[config.mk]
export PLATFORM = sky130hd
export DESIGN_NAME = round_sequencer
export DESIGN_NICKNAME = d
export VERILOG_FILES = /design/src/rtl/game_pkg.sv /design/src/rtl/evt_counter_dynamic.sv /design/src/rtl/round_sequencer.sv
export SDC_FILE = /design/constraint.sdc
export NUM_CORES = 1
export LEC_CHECK = 0
export ABC_AREA = 1
export BUFFER_PORTS_ARGS = -buffer_cell sky130_fd_sc_hd__buf_4
export CORE_UTILIZATION = 60
export DETAILED_ROUTE_END_ITERATION = 8
export GPL_ROUTABILITY_DRIVEN = 0
export PLACE_DENSITY = 0.95
export SETUP_SLACK_MARGIN = 0.02
export SLEW_MARGIN = 20
export SYNTH_ARGS = -nofsm -noshare
export SYNTH_HDL_FRONTEND = slang
export SYNTH_SLANG_ARGS = --single-unit
[constraint.sdc]
create_clock -name clk_in -period 3.6 [get_ports clk_in]
set_input_delay 0.72 -clock clk_in [delete_from_list [all_inputs] [get_ports clk_in]]
set_output_delay 0.72 -clock clk_in [all_outputs]
set_load 0.005 [all_outputs]
[src/rtl/game_pkg.sv]
// Shared game definitions: state encoding and the wall depth scoring window.
// Imported by round_sequencer and game_logic_controller.
package game_pkg;

    typedef enum logic [2:0] {
        ST_IDLE      = 3'd0,
        ST_COUNTDOWN = 3'd1,
        ST_PLAYING   = 3'd2,
        ST_ROUND_END = 3'd3,
        ST_GAME_OVER = 3'd4
    } game_state_t;

    localparam int GOAL_DEPTH_DEF       = 60;
    localparam int GOAL_DEPTH_DELTA_DEF = 10;
    localparam int MAX_WALL_DEPTH_DEF   = 75;

    // Inclusive window [goal-delta, goal+delta] in which a collision counts.
    function automatic logic depth_in_window(input logic [7:0] depth,
                                             input int goal, input int delta);
        return (int'(depth) >= goal - delta) && (int'(depth) <= goal + delta);
    endfunction

endpackage

[src/rtl/evt_counter_dynamic.sv]
// Loadable event down-counter.
//   clk_in/rst_in : clock, synchronous active-high reset (count -> 0)
//   load_in       : load load_val_in (wins over evt_in)
//   evt_in        : decrement by one, stopping at zero
//   count_out     : registered count
module evt_counter_dynamic #(
    parameter int WIDTH = 8
) (
    input  logic             clk_in,
    input  logic             rst_in,
    input  logic             load_in,
    input  logic [WIDTH-1:0] load_val_in,
    input  logic             evt_in,
    output logic [WIDTH-1:0] count_out
);

    logic [WIDTH-1:0] count_d, count_q;

    always_comb begin
        count_d = count_q;
        if (load_in)
            count_d = load_val_in;
        else if (evt_in && count_q != '0)
            count_d = count_q - 1'b1;
    end

    always_ff @(posedge clk_in) begin
        if (rst_in) count_q <= '0;
        else        count_q <= count_d;
    end

    assign count_out = count_q;

endmodule

[src/rtl/round_sequencer.sv]
// Game round sequencer: start/countdown/play/round-end/game-over FSM that
// tracks lives, score, rounds, wall selection and wall speed.
//   clk_in, rst_in           : clock, synchronous active-high reset
//   start_in                 : debounced start level (rising edge acts)
//   new_frame_in             : one-cycle end-of-frame pulse
//   collision_in             : person-on-wall pixel collision
//   wall_depth_in            : current wall depth
//   wall_run_out             : wall tick counter enable (PLAYING only)
//   wall_depth_rst_out       : one-cycle clear of depth/tick counters
//   wall_tick_frequency_out  : frames per wall tick
//   wall_idx_out             : wall bit mask index
//   round_out, score_out     : rounds completed, score
//   lives_out, countdown_out : lives left, countdown frames left
//   game_state_out           : encoded game_state_t
module round_sequencer
    import game_pkg::*;
#(
    parameter int MAX_FRAMES_PER_WALL_TICK = 15,
    parameter int MIN_FRAMES_PER_WALL_TICK = 2,
    parameter int NUM_WALLS                = 10,
    parameter int COUNTDOWN_FRAMES         = 180,
    parameter int START_LIVES              = 3,
    parameter int GOAL_DEPTH               = GOAL_DEPTH_DEF,
    parameter int GOAL_DEPTH_DELTA         = GOAL_DEPTH_DELTA_DEF,
    parameter int MAX_WALL_DEPTH           = MAX_WALL_DEPTH_DEF,
    parameter int SPEEDUP_ROUNDS           = 2
) (
    input  logic        clk_in,
    input  logic        rst_in,
    input  logic        start_in,
    input  logic        new_frame_in,
    input  logic        collision_in,
    input  logic [7:0]  wall_depth_in,
    output logic        wall_run_out,
    output logic        wall_depth_rst_out,
    output logic [3:0]  wall_tick_frequency_out,
    output logic [3:0]  wall_idx_out,
    output logic [7:0]  round_out,
    output logic [15:0] score_out,
    output logic [1:0]  lives_out,
    output logic [7:0]  countdown_out,
    output logic [2:0]  game_state_out
);

    game_state_t state_d, state_q;
    logic        start_d, start_q;
    logic        hit_d, hit_q;
    logic        depth_rst_d, depth_rst_q;
    logic [1:0]  lives_d, lives_q;
    logic [15:0] score_d, score_q;
    logic [7:0]  round_d, round_q;
    logic [3:0]  idx_d, idx_q;
    logic [3:0]  freq_d, freq_q;
    logic        enter_cd;
    logic        start_edge;
    logic [7:0]  round_next;
    logic [16:0] score_sum;
    logic [7:0]  countdown;

    assign start_edge = start_in && !start_q;
    assign round_next = (round_q == 8'hFF) ? 8'hFF : round_q + 8'd1;
    assign score_sum  = {1'b0, score_q} + {9'd0, round_q} + 17'd1;

    always_comb begin
        state_d     = state_q;
        start_d     = start_in;
        hit_d       = hit_q;
        depth_rst_d = 1'b0;
        lives_d     = lives_q;
        score_d     = score_q;
        round_d     = round_q;
        idx_d       = idx_q;
        freq_d      = freq_q;
        enter_cd    = 1'b0;

        case (state_q)
            ST_IDLE, ST_GAME_OVER: begin
                if (start_edge) begin
                    lives_d  = 2'(START_LIVES);
                    score_d  = '0;
                    round_d  = '0;
                    idx_d    = '0;
                    freq_d   = 4'(MAX_FRAMES_PER_WALL_TICK);
                    enter_cd = 1'b1;
                end
            end
            ST_COUNTDOWN: begin
                // The counter reaches 0 on this same frame pulse.
                if (new_frame_in && countdown == 8'd1)
                    state_d = ST_PLAYING;
            end
            ST_PLAYING: begin
                if (collision_in &&
                    depth_in_window(wall_depth_in, GOAL_DEPTH, GOAL_DEPTH_DELTA))
                    hit_d = 1'b1;
                if (new_frame_in && wall_depth_in == 8'(MAX_WALL_DEPTH - 1))
                    state_d = ST_ROUND_END;
            end
            ST_ROUND_END: begin
                if (hit_q) begin
                    if (lives_q <= 2'd1) begin
                        lives_d = '0;
                        state_d = ST_GAME_OVER;
                    end else begin
                        lives_d  = lives_q - 2'd1;
                        enter_cd = 1'b1;
                    end
                end else begin
                    score_d  = score_sum[16] ? 16'hFFFF : score_sum[15:0];
                    round_d  = round_next;
                    idx_d    = (idx_q == 4'(NUM_WALLS - 1)) ? 4'd0 : idx_q + 4'd1;
                    if ((int'(round_next) % SPEEDUP_ROUNDS) == 0 &&
                        freq_q > 4'(MIN_FRAMES_PER_WALL_TICK))
                        freq_d = freq_q - 4'd1;
                    enter_cd = 1'b1;
                end
            end
            default: state_d = ST_IDLE;
        endcase

        // Common effects of every COUNTDOWN entry.
        if (enter_cd) begin
            state_d     = ST_COUNTDOWN;
            depth_rst_d = 1'b1;
            hit_d       = 1'b0;
        end
    end

    always_ff @(posedge clk_in) begin
        if (rst_in) begin
            state_q     <= ST_IDLE;
            start_q     <= 1'b0;
            hit_q       <= 1'b0;
            depth_rst_q <= 1'b0;
            lives_q     <= '0;
            score_q     <= '0;
            round_q     <= '0;
            idx_q       <= '0;
            freq_q      <= 4'(MAX_FRAMES_PER_WALL_TICK);
        end else begin
            state_q     <= state_d;
            start_q     <= start_d;
            hit_q       <= hit_d;
            depth_rst_q <= depth_rst_d;
            lives_q     <= lives_d;
            score_q     <= score_d;
            round_q     <= round_d;
            idx_q       <= idx_d;
            freq_q      <= freq_d;
        end
    end

    evt_counter_dynamic #(.WIDTH(8)) u_countdown (
        .clk_in      (clk_in),
        .rst_in      (rst_in),
        .load_in     (enter_cd),
        .load_val_in (8'(COUNTDOWN_FRAMES)),
        .evt_in      (new_frame_in && state_q == ST_COUNTDOWN),
        .count_out   (countdown)
    );

    assign wall_run_out            = (state_q == ST_PLAYING);
    assign wall_depth_rst_out      = depth_rst_q;
    assign wall_tick_frequency_out = freq_q;
    assign wall_idx_out            = idx_q;
    assign round_out               = round_q;
    assign score_out               = score_q;
    assign lives_out               = lives_q;
    assign countdown_out           = countdown;
    assign game_state_out          = state_q;

endmodule

==> out/results.txt <==
outcome - finished clean
#FFs+latches synth - 48
Core Box Area - 0.00485 mm2
register area share after synthesis - 30.8%
DRC errors left - 0
Synth Flop Type - dfxtp_1
vias per std cell - 5.63
part of the cycle the worst path needs - 57.9%
critical path's largest stage delay - 0.43 ns
Worst Hold Class - reg2reg
Max Fclk - 0.480 GHz
clock tree root driver cell - clkbuf_8
syn nets - 509
Worst-path clk slew - 0.10 ns
total CTS buffers - 5
Final WS setup - 1.52 ns
Yosys Warn Count - 0
diode count - 0
drt initial violations - 179
# resized after CTS - 0
drt first pass iters - 5
Max Root-Sink Buffers - 2
final WL - 8070 um
first-pass GRT wire length - 13,600 um
clock tree sinks - 48
Startpoint Class - register
Syn Std Cell Area - 0.00312 mm2
Sum Neg Setup Slack - 0 ns
Clk Latency, worst-skew pair - 0.31 ns
antenna violations before repair - 0
Rows - 25
fin nets - 566
Commonest cells post-synth - 139 x nand2_1, 69 x inv_1, 48 x dfxtp_1, 39 x nand3_1, 35 x a21oi_1
fin cells - 605
critical path's slowest cell - dfxtp_1
Cells after Synth - 480
Total GRT Usage - 31.9%
DP HPWL - 5990 um
PortBufs - 59
Power per Cell Area - 329 mW/mm2
Hold Fails Final Rpt - 0
GRT overflow - 0
number of unique standard cell types used by synthesis - 41
Synth area leader - dfxtp_1
Layout area overhead - 18.5%
die area - 0.00549 mm2
Worst-Margin Slew - 0.558 ns
die extent in y - 74.1 um
Final ANT Viol Nets - 0
CP max FO - 8
Post-synth ARST share - 0%
Final setup viols - 0
Post-Syn Area per Cell - 6.50 um2
CTS tree - built
H-tree levels - 2
Die W - 74.1 um
share of post-route cells with drive strength above 1 - 18.0%
leakage power - 0.00185 uW
Top Ports - 60
RSZ-0062 raised after global routing - no
Placed Cells - 597
DP Worst Slack - 1.56 ns
max_slew headroom - 62.8%
Initial Util - 64.3%
critical path data required time - 3.85 ns
Post-CTS Repair Setup Buffers - 0
share of the synthesized area in the top cell type - 30.8%
pin count of the biggest net entering global routing - 30
crit path DAT - 2.34 ns
routed len/inst - 13.3 um
synth top area cells - dfxtp_1 31%, nand2_1 17%, inv_1 8.3%, nand3_1 6.3%, ha_1 6.0%
crit end category - register
fin crit period - 2.08 ns
Final Max Tran Viols - 0
CP Class - reg2reg
Peak VDD IR - 0.000412 V
Clock Skew - 0.0102 ns
most common cell in the netlist - nand2_1
number of synthesized flops with an enable pin - 0
worst-path cell chain - inv_1 -> ha_1 -> inv_1 -> fa_1 -> nand2_1 -> nand2_1 -> nand3_1 -> nand2_2 -> nand3_2 -> inv_2 -> nand2_4 -> nand2_1 -> inv_1 -> a21oi_2
cts hold-fix bufs - 0
max-cap violations - 0
Via Count - 3,407
vias in the first global route - 3,207
-- final cells by class --
cell class / count / area, um2
repair buffers: 60 / 450
fillers: 378 / 1150
clock buffers: 6 / 72.6
multi-input cells: 347 / 1810
flip-flops and latches: 48 / 961
clock inverters: 2 / 35.0
inverters: 75 / 282
well taps: 67 / 83.8
-- state kept, by name, summed over array words and instances (netlist names) --
| signal | cells |
|---|---|
| lives_out | 2 |
| start_q | 1 |
| round_out | 8 |
| game_state_out | 3 |
| wall_tick_frequency_out | 4 |
| wall_idx_out | 4 |
| score_out | 16 |
| hit_q | 1 |
| wall_depth_rst_out | 1 |
| u_countdown.count_out | 8 |
-- layout by cell type, fill, tap and decap left out, types with 5 or more instances in the layout --
master and instances:
nand3_1 39, nand4_1 7, o21ai_0 16, nor3_1 8, nand2_1 139, dfxtp_1 48
inv_1 69, nor2_1 33, clkbuf_8 5, a21oi_1 35, buf_4 60, inv_2 6
xor2_1 6, ha_1 15, o211ai_1 5
-- power by group --
group	switching, uW	leakage (uW)	total (uW)	internal [uW]
registers	27.5	0.000390	582	554
clock network	191	0.0000552	397	207
logic	145	0.00141	236	91.4
total	363	0.00185	1220	852
-- stage by stage --
stage | hold WS (ns) | util [%] | area, um2 | total power (uW)
6_report | 0.495 | 76.3 | 3700 | 1220
5_1_grt | 0.518 | 76.3 | 3700 | 1270
4_1_cts | 0.498 | 76.3 | 3700 | 1200
3_5_place_dp | 0.482 | 74.0 | 3590 | 821
3_3_place_gp | 0.475 | 74.0 | 3590 | 808
2_1_floorplan | 0.465 | - | 3120 | 739
-- worst max-delay path: cells and delay by family, from the launching register on --
| kind | cells | cell delay (ns) |
|---|---|---|
| flops | 1 | 0.43 |
| simple gates | 7 | 0.67 |
| compound gates | 1 | 0.12 |
| fa+ha+maj | 2 | 0.43 |
| buf+inv | 4 | 0.39 |
-- worst paths after layout --
check	slack, ns	start	cells past startpoint	to
max reg2reg	1.52	round_out[0]$_SDFFE_PP0P_	14	score_out[15]$_SDFFE_PP0P_
min	0.50	score_out[2]$_SDFFE_PP0P_	2	score_out[2]$_SDFFE_PP0P_
max	1.52	round_out[0]$_SDFFE_PP0P_	14	score_out[15]$_SDFFE_PP0P_
min reg2reg	0.50	score_out[2]$_SDFFE_PP0P_	2	score_out[2]$_SDFFE_PP0P_
-- kinds of logic after synthesis --
family                     synth area share, %
AOI/OAI and AO/OA                         13.1
buffers and inverters                     11.1
xor gates and xnor gates                  2.25
adders and majority gates                 6.66
and+or+nand+nor                           36.1
DFF                                       30.8
-- layer usage --
layer	GRT usage (%)	up-vias	share of wire [%]
met3	4.74	29	6.6
met2	57.1	167	49
li1	-	1655	-
met5	0	-	0
met4	14.3	0	2.9
met1	37.7	1556	41
Power figures use the tool's default switching activity.
